**src/rtl/dmem_arbiter_if.sv**
```systemverilog
// dmem_arbiter_if: bundle of the processor, DMA and data-memory signals around
// the data-memory arbiter.
//   slave  : arbiter side (takes requests, drives grants and memory controls)
//   master : environment side (processor core, DMA engine, data memory)
interface dmem_arbiter_if #(
   parameter int ADDSIZE = 6
);
   logic               cpu_req;
   logic               cpu_we;
   logic [ADDSIZE-1:0] cpu_addr;
   logic [31:0]        cpu_wdata;
   logic [31:0]        cpu_rdata;
   logic               cpu_stall;

   logic               dma_req;
   logic               dma_we;
   logic [ADDSIZE-1:0] dma_addr;
   logic [31:0]        dma_wdata;
   logic               dma_ack;
   logic [31:0]        dma_rdata;
   logic               dma_rvalid;

   logic [ADDSIZE-1:0] mem_addr;
   logic [31:0]        mem_wdata;
   logic               mem_read;
   logic               mem_write;
   logic [31:0]        mem_rdata;

   modport slave (
      input  cpu_req, cpu_we, cpu_addr, cpu_wdata,
      output cpu_rdata, cpu_stall,
      input  dma_req, dma_we, dma_addr, dma_wdata,
      output dma_ack, dma_rdata, dma_rvalid,
      output mem_addr, mem_wdata, mem_read, mem_write,
      input  mem_rdata
   );

   modport master (
      output cpu_req, cpu_we, cpu_addr, cpu_wdata,
      input  cpu_rdata, cpu_stall,
      output dma_req, dma_we, dma_addr, dma_wdata,
      input  dma_ack, dma_rdata, dma_rvalid,
      input  mem_addr, mem_wdata, mem_read, mem_write,
      output mem_rdata
   );
endinterface

```
**src/rtl/dmem_arbiter.sv**
```systemverilog
// dmem_arbiter: shares the single-ported data memory between the processor
// load/store path and a word-wide DMA port. The processor has priority; after
// MAXWAIT consecutive denied DMA cycles the DMA is granted once and the
// processor stalls for that cycle.
// Ports:
//   CLK, Reset : clock (rising edge), asynchronous active-high reset
//   bus        : processor / DMA / memory signals (slave modport)
//   force_cnt  : saturating count of forced grants that stalled the processor
module dmem_arbiter #(
   parameter int ADDSIZE = 6,
   parameter int MAXWAIT = 4   // legal 1..15
) (
   input  logic        CLK,
   input  logic        Reset,
   dmem_arbiter_if.slave bus,
   output logic [15:0] force_cnt
);
   typedef enum logic {NORMAL, FORCE} state_t;
   typedef enum logic [1:0] {OWN_NONE, OWN_CPU, OWN_DMA} owner_t;

   localparam logic [3:0] WAIT_MAX = 4'(MAXWAIT);

   state_t     state, state_nxt;
   owner_t     owner;
   logic [3:0] wait_cnt, wait_nxt;

   // Ownership: FORCE hands the DMA priority for exactly one granted cycle.
   always_comb begin
      owner = OWN_NONE;
      if (state == FORCE && bus.dma_req) owner = OWN_DMA;
      else if (bus.cpu_req)              owner = OWN_CPU;
      else if (bus.dma_req)              owner = OWN_DMA;
   end

   always_comb begin
      bus.mem_addr  = '0;
      bus.mem_wdata = '0;
      bus.mem_read  = 1'b0;
      bus.mem_write = 1'b0;
      case (owner)
         OWN_CPU: begin
            bus.mem_addr  = bus.cpu_addr;
            bus.mem_wdata = bus.cpu_wdata;
            bus.mem_read  = !bus.cpu_we;
            bus.mem_write = bus.cpu_we & !Reset;  // no write while in reset
         end
         OWN_DMA: begin
            bus.mem_addr  = bus.dma_addr;
            bus.mem_wdata = bus.dma_wdata;
            bus.mem_read  = !bus.dma_we;
            bus.mem_write = bus.dma_we & !Reset;
         end
         default: ;
      endcase
   end

   assign bus.dma_ack   = (owner == OWN_DMA);
   assign bus.cpu_stall = bus.cpu_req & (owner == OWN_DMA);
   assign bus.cpu_rdata = (owner == OWN_CPU) ? bus.mem_rdata : 32'h0;

   // Next-state logic: the wait counter only runs while the DMA is being denied.
   always_comb begin
      wait_nxt  = wait_cnt;
      state_nxt = state;
      if (!bus.dma_req || owner == OWN_DMA) wait_nxt = 4'd0;
      else if (wait_cnt != WAIT_MAX)        wait_nxt = wait_cnt + 4'd1;
      case (state)
         NORMAL: if (wait_nxt == WAIT_MAX) state_nxt = FORCE;
         FORCE:  if (bus.dma_ack || !bus.dma_req) state_nxt = NORMAL;
         default: state_nxt = NORMAL;
      endcase
   end

   always_ff @(posedge CLK or posedge Reset) begin
      if (Reset) begin
         state          <= NORMAL;
         wait_cnt       <= 4'd0;
         force_cnt      <= 16'd0;
         bus.dma_rdata  <= 32'h0;
         bus.dma_rvalid <= 1'b0;
      end else begin
         state          <= state_nxt;
         wait_cnt       <= wait_nxt;
         // only grants that actually displaced a processor access count
         if (state == FORCE && bus.dma_ack && bus.cpu_req && force_cnt != 16'hFFFF)
            force_cnt <= force_cnt + 16'd1;
         bus.dma_rvalid <= bus.dma_ack & !bus.dma_we;
         if (bus.dma_ack && !bus.dma_we)
            bus.dma_rdata <= bus.mem_rdata;
      end
   end
endmodule

```
**src/flat_wrapper.sv**
```systemverilog
// flat-port wrapper written by rule: the top's interface ports become plain ports
module dmem_arbiter_flat 
#(
   parameter int ADDSIZE = 6,
   parameter int MAXWAIT = 4                 
)
  (CLK, Reset, force_cnt, bus_cpu_req, bus_cpu_we, bus_cpu_addr, bus_cpu_wdata, bus_cpu_rdata, bus_cpu_stall, bus_dma_req, bus_dma_we, bus_dma_addr, bus_dma_wdata, bus_dma_ack, bus_dma_rdata, bus_dma_rvalid, bus_mem_addr, bus_mem_wdata, bus_mem_read, bus_mem_write, bus_mem_rdata);
  dmem_arbiter_if #(.ADDSIZE(ADDSIZE)) bus_i ();
  input  logic CLK;
  input  logic Reset;
  output logic [15:0] force_cnt;
  input wire logic [$bits(bus_i.cpu_req)-1:0] bus_cpu_req;
  input wire logic [$bits(bus_i.cpu_we)-1:0] bus_cpu_we;
  input wire logic [$bits(bus_i.cpu_addr)-1:0] bus_cpu_addr;
  input wire logic [$bits(bus_i.cpu_wdata)-1:0] bus_cpu_wdata;
  output wire logic [$bits(bus_i.cpu_rdata)-1:0] bus_cpu_rdata;
  output wire logic [$bits(bus_i.cpu_stall)-1:0] bus_cpu_stall;
  input wire logic [$bits(bus_i.dma_req)-1:0] bus_dma_req;
  input wire logic [$bits(bus_i.dma_we)-1:0] bus_dma_we;
  input wire logic [$bits(bus_i.dma_addr)-1:0] bus_dma_addr;
  input wire logic [$bits(bus_i.dma_wdata)-1:0] bus_dma_wdata;
  output wire logic [$bits(bus_i.dma_ack)-1:0] bus_dma_ack;
  output wire logic [$bits(bus_i.dma_rdata)-1:0] bus_dma_rdata;
  output wire logic [$bits(bus_i.dma_rvalid)-1:0] bus_dma_rvalid;
  output wire logic [$bits(bus_i.mem_addr)-1:0] bus_mem_addr;
  output wire logic [$bits(bus_i.mem_wdata)-1:0] bus_mem_wdata;
  output wire logic [$bits(bus_i.mem_read)-1:0] bus_mem_read;
  output wire logic [$bits(bus_i.mem_write)-1:0] bus_mem_write;
  input wire logic [$bits(bus_i.mem_rdata)-1:0] bus_mem_rdata;
  assign bus_i.cpu_req = bus_cpu_req;
  assign bus_i.cpu_we = bus_cpu_we;
  assign bus_i.cpu_addr = bus_cpu_addr;
  assign bus_i.cpu_wdata = bus_cpu_wdata;
  assign bus_cpu_rdata = bus_i.cpu_rdata;
  assign bus_cpu_stall = bus_i.cpu_stall;
  assign bus_i.dma_req = bus_dma_req;
  assign bus_i.dma_we = bus_dma_we;
  assign bus_i.dma_addr = bus_dma_addr;
  assign bus_i.dma_wdata = bus_dma_wdata;
  assign bus_dma_ack = bus_i.dma_ack;
  assign bus_dma_rdata = bus_i.dma_rdata;
  assign bus_dma_rvalid = bus_i.dma_rvalid;
  assign bus_mem_addr = bus_i.mem_addr;
  assign bus_mem_wdata = bus_i.mem_wdata;
  assign bus_mem_read = bus_i.mem_read;
  assign bus_mem_write = bus_i.mem_write;
  assign bus_i.mem_rdata = bus_mem_rdata;
  dmem_arbiter #(.ADDSIZE(ADDSIZE), .MAXWAIT(MAXWAIT)) u_core (.CLK(CLK), .Reset(Reset), .bus(bus_i), .force_cnt(force_cnt));
endmodule
```
**config.mk**
```make
export PLATFORM = sky130hd
export DESIGN_NAME = dmem_arbiter_flat
export DESIGN_NICKNAME = d
export VERILOG_FILES = /design/src/rtl/dmem_arbiter_if.sv /design/src/rtl/dmem_arbiter.sv /design/src/flat_wrapper.sv
export SDC_FILE = /design/constraint.sdc
export NUM_CORES = 1
export LEC_CHECK = 0
export CORE_AREA = 2 2 90 110
export CTS_CLUSTER_SIZE = 20
export DETAILED_ROUTE_END_ITERATION = 10
export DIE_AREA = 0 0 92 112
export PLACE_DENSITY = 0.8
export SYNTH_ARGS = -nofsm -noshare
export SYNTH_HDL_FRONTEND = slang
export SYNTH_SLANG_ARGS = --single-unit
```
**constraint.sdc**
```tcl
create_clock -name CLK -period 2.3 [get_ports CLK]
set_clock_uncertainty 0.1 [all_clocks]
set_input_delay 0.23 -clock CLK [delete_from_list [all_inputs] [get_ports CLK]]
set_output_delay 0.23 -clock CLK [all_outputs]
set_load 0.05 [all_outputs]
```
[Yosys cells after proc, flatten, opt, wreduce, memory -nomap -nowiden]
Cells that the tools add are included.
Storage, ports and cells
  word-level logic and storage cells: 40
  bits in latches: 0
  bits of input ports: 114
  register bits after elaboration: 54
  RAM bits: 0
  ROM bits: 0
  memories kept: 0
Cells by class
  magnitude comparators: 0
  multipliers: 0
  bitwise gates (word level): 5
  reductions and logical operators: 10
  equality and inequality tests: 5
  div/mod/pow operators: 0
  multiplexer cells: 13
  shifts and indexed selects: 0
  $add $sub $neg: 2
Operators by type and width (number)
  case mux 32 bit (2 select lines): 1
  two-way mux 32 bit: 1
  adder 16 x 1 -> 16 bit (second input constant): 1
  != test 16 bit (second input constant): 1
  case mux 6 bit (2 select lines): 1
  two-way mux 4 bit: 2
  two-way mux 2 bit: 3
  case mux 1 bit (2 select lines): 3
  logical AND 1 bit: 5
  adder 4 x 1 -> 4 bit (second input constant): 1
  bitwise AND 1 bit: 4
  == test 4 x 3 -> 1 bit (second input constant): 1
  zero test 1 bit: 4
  != test 4 x 3 -> 1 bit (second input constant): 1
  == test 2 x 1 -> 1 bit (second input constant): 1
  == test 2 bit (second input constant): 1
  two-way mux 1 bit: 2
  logical OR 1 bit: 1
  NOT 1 bit: 1

[Depth between registers and ports, before layout]
  depth after elaboration: 9
  mapped depth: 9

[Least setup slack after synthesis]
No wires, ideal clock.
  path type: register to output
  from: register u_core.state
  to: output bus_mem_write
  stages on the path, launching flop included: 8
  path slack: -0.739 ns
  data arrival time: 2.709 ns
  required time: 1.970 ns
  cell sequence: dfrtp_1 -> a21oi_1 -> inv_1 -> ha_1 -> buf_2 -> clkbuf_1 -> mux2i_1 -> nor3_1
On the way
  word-level cells in the longest chain between the ends: 4
Ends and longest elaborated chain
  start: declaration: RTL line dmem_arbiter.sv:23  | state_t state, state_nxt;
  start signal: assignment: RTL line dmem_arbiter.sv:82  | state <= state_nxt;
  logical AND 1 bit: RTL line dmem_arbiter.sv:30  | if (state == FORCE && bus.dma_req) owner = OWN_DMA;
  two-way mux 2 bit: RTL line dmem_arbiter.sv:30
  == test 2 bit
  net bus_dma_ack: RTL line flat_wrapper.sv:22  | output wire logic [$bits(bus_i.dma_ack)-1:0] bus_dma_ack;
  case mux 1 bit (2 select lines): RTL line dmem_arbiter.sv:40  | case (owner)
  end: declaration: RTL line flat_wrapper.sv:28  | output wire logic [$bits(bus_i.mem_write)-1:0] bus_mem_write;
The timed path passes the listed nets, and every way through them passes these cells.

[Worst setup path in the final report]
  from: input bus_dma_req
  to: output bus_mem_read
On the way
  word-level cells in the longest chain between the ends: 5
Ends and longest elaborated chain
  start: declaration: RTL line flat_wrapper.sv:18  | input wire logic [$bits(bus_i.dma_req)-1:0] bus_dma_req;
  two-way mux 2 bit: RTL line dmem_arbiter.sv:32  | else if (bus.dma_req) owner = OWN_DMA;
  two-way mux 2 bit: RTL line dmem_arbiter.sv:31  | else if (bus.cpu_req) owner = OWN_CPU;
  two-way mux 2 bit (*): RTL line dmem_arbiter.sv:30
  == test 2 bit / == test 2 x 1 -> 1 bit (equally long branches): RTL line dmem_arbiter.sv:40
  case mux 1 bit (2 select lines) (*): RTL line dmem_arbiter.sv:40
  end: declaration: RTL line flat_wrapper.sv:27  | output wire logic [$bits(bus_i.mem_read)-1:0] bus_mem_read;
Mark *: on every way between the ends. The rest lies on a longest branch, timed or not.

==> summary.txt <==
Critical path
  • Worst setup SP type: input port
  • Kind of critical path: in -> out
  • Arrival @ worst endpoint: 1.95 ns
  • Critical Path End: bus_mem_read
  • FF-to-FF Start: u_core.state$_DFF_PP0_
  • Capture point of the worst reg-to-reg path: u_core.state$_DFF_PP0_
  • CP Launch Point: bus_dma_req
  • Cell depth of the worst flop-to-flop path: 8
  • Reg2Reg Setup Slack: 0.19 ns
  • Crit end category: output port
  • Max Fanout on Critical Path: 22
  • WP data required: 1.97 ns

Drt
  • Iter 0 DRT Violations: 157
  • Final WL: 11,940 um
  • Via count: 3,403
  • Drt pass-1 iters: 4
  • Vias/cell: 4.997
  • Wire per inst: 17.54 um
  • DRC viols: 0
  • Routed Antenna Nets: 0

Timing
  • Tcrit/Tclk final: 99.28%
  • Final worst slack: 0.01658 ns
  • Max frequency: 437.9 MHz
  • Slew Limit Fails: 0
  • RSZ-0062 raised after global routing: yes
  • Tmin final: 2.283 ns
  • Final Hold Viols: 0
  • Final hold slack: 0.2893 ns
  • Worst-margin pin slew: 0.5467 ns
  • Rel. slew slack: 63.44%
  • Final Setup Violations: 0

Finish
  • Ratio of cells with drive above 1 in the final layout: 35.84%
  • Most frequent cells in the layout: clkdlybuf4s50_1 (162), buf_12 (77), dfrtp_1 (53), mux2_2 (34), and2_1 (34)
  • # nets final: 676
  • Area growth syn-to-layout: 126.2%
  • Ant. Diodes: 0
  • Fin cells: 681
  • Commonest non-fill, non-tap cell in the layout: clkdlybuf4s50_1
  • Final Cell Area: 0.006955 sq mm

GRT
  • Total Routing Usage GR: 22.66%
  • Vias in the first global route: 3,536
  • Antenna violations before repair: 0
  • Total gr overflow: 0
  • First-pass GRT wire length: 18,190 um
  • Largest net degree at the start of global routing: 55

Clock network
  • CTS tree: built
  • Root Buffer: clkbuf_16
  • Worst skew pair latency: 0.29 ns
  • CTS Sinks: 54
  • Number of CTS-inserted buffers: 5
  • Clock slew at reported path FFs: 0.06 ns
  • Max clock buf depth: 2
  • # H-tree levels: 2
  • Cts hold-fix bufs: 0

Floorplanning
  • Std cell rows: 39
  • Die area: 0.01030 sq mm
  • Starting density of the core: 33.17%
  • # IOs: 237
  • Die Y: 112 um
  • Die width: 92 um
  • Core area: 0.009271 sq mm

Placed design
  • Port bufs: 236
  • Placed Cells: 668
  • Hpwl dp: 9660 um
  • DP Worst Slack: -0.1119 ns
  • Gpl congestion: 0.7687
  • Area after DPL: 0.006605 sq mm

Yosys
  • Distinct cells, synth: 35
  • Sequential share of the synthesized area: 43.94%
  • Number of synthesized flops with an enable pin: 0
  • Main synth FF type: dfrtp_1
  • Cells after Synth: 311
  • Avg Inst Size Synth: 9.889 sq um
  • Synth Net Count: 430
  • Synth Warn #: 0
  • Async S/R FF share, synth: 100.0%
  • Yosys reg bits: 54
  • Post-synthesis cell area: 0.003075 sq mm

Power
  • Worst VDD drop: 0.3631 mV
  • Pleak: 2.880 nW
  • PwrDens: 612.0 mW/mm^2
  • Tot Pwr: 4.257 mW

Run status
  • Outcome: complete, no violations

Run
  • Max-cap check violation count: 0

Min path
  • Min-Delay Path Class: in -> async
==> routing by layer <==
| layer | up-vias | wire length (um) | global-route usage (%) |
|---|---|---|---|
| met2 | 197 | 6388 | 41.13 |
| met4 | 0 | 245 | 6.766 |
| met3 | 18 | 1007 | 5.142 |
| met1 | 1609 | 4300 | 26.46 |
| met5 | - | 0 | 0 |
| li1 | 1579 | - | - |
==> how the worst min path moves through the flow <==
stage                                               startpoint                                    to
after floorplan                               bus_mem_rdata[0]   u_core.bus.dma_rdata[0]$_DFFE_PP0P_
after global placement    u_core.bus.dma_rdata[22]$_DFFE_PP0P_  u_core.bus.dma_rdata[22]$_DFFE_PP0P_
after CTS                                                Reset  u_core.bus.dma_rdata[30]$_DFFE_PP0P_
after detailed placement  u_core.bus.dma_rdata[10]$_DFFE_PP0P_  u_core.bus.dma_rdata[10]$_DFFE_PP0P_
after global routing                                     Reset          u_core.wait_cnt[0]$_DFF_PP0_
final                                                    Reset  u_core.bus.dma_rdata[31]$_DFFE_PP0P_
==> Yosys cell counts, types with 2 or more instances <==
cell type | instances | area [sq um]
nor4_1 | 2 | 12.51
dfrtp_1 | 54 | 1351
a21oi_1 | 3 | 15.01
nand2b_1 | 3 | 18.77
xnor2_1 | 6 | 52.55
ha_1 | 5 | 62.56
nor3_1 | 4 | 20.02
a22oi_1 | 38 | 285.3
nand4_1 | 9 | 56.30
clkbuf_1 | 17 | 63.81
nor2_1 | 44 | 165.2
nand3_1 | 4 | 20.02
nand2_1 | 8 | 30.03
buf_2 | 4 | 20.02
mux2_2 | 34 | 382.9
o21ai_0 | 3 | 15.01
and3_1 | 3 | 18.77
mux2i_1 | 2 | 20.02
xor2_1 | 6 | 52.55
a211oi_1 | 2 | 15.01
inv_1 | 13 | 48.80
and2_1 | 34 | 212.7
==> metrics by stage <==
stage | TNS [ns] | util (%)
2_1_floorplan | 0 | -
3_3_place_gp | -0.01006 | 71.24
3_5_place_dp | -1.757 | 71.24
4_1_cts | 0 | 73.91
5_1_grt | -0.4024 | 75.02
6_report | 0 | 75.02
==> power breakdown <==
part / switching (mW) / leakage (nW) / internal [mW]
Clock: 0.320 / 0.0836 / 0.509
Combinational: 1.27 / 2.11 / 0.975
Sequential: 0.0817 / 0.681 / 1.10
Total: 1.67 / 2.88 / 2.58
==> sequential cells by signal, summed over array words and instances, names as in the netlist <==
register               flops
u_core.bus.dma_rdata      32
u_core.force_cnt          16
u_core.wait_cnt            4
u_core.bus.dma_rvalid      1
u_core.state               1
==> worst max-delay path, cell delays in order <==
cell             delay, ns
clkdlybuf4s50_1       0.52
o21a_1                0.16
ha_2                  0.26
buf_12                0.19
nand2b_2              0.11
buf_12                0.17
a21oi_4               0.15
buf_12                0.15
==> timing repair <==
action	CTS	global route
setup buffers	0	1
resized for setup	4	12
gates cloned	2	2
endpoints found under the setup margin	21	32
==> cell families (layout without fill, tap and decap cells) <==
| family | Yosys count | in the layout | synth area share, % |
|---|---|---|---|
| adder cells (fa/ha/maj) | 5 | 5 | 2.034 |
| AND/OR/NAND/NOR | 116 | 116 | 20.14 |
| XOR/XNOR | 12 | 12 | 3.417 |
| buffers and inverters | 35 | 282 | 4.434 |
| flip-flops | 54 | 54 | 43.94 |
| multiplexers | 37 | 37 | 13.59 |
| AO/OA/AOI/OAI | 52 | 52 | 12.45 |
==> cell type report <==
class,count,area (sq um)
multi-input combinational,222,1823
clock buffer,5,125.1
inverter,13,48.80
timing repair buffer,261,3412
sequential,54,1353
clock inverter,3,40.04
tap,123,153.9
fill,616,2316
Note: power is estimated with default switching activity, not from simulation.
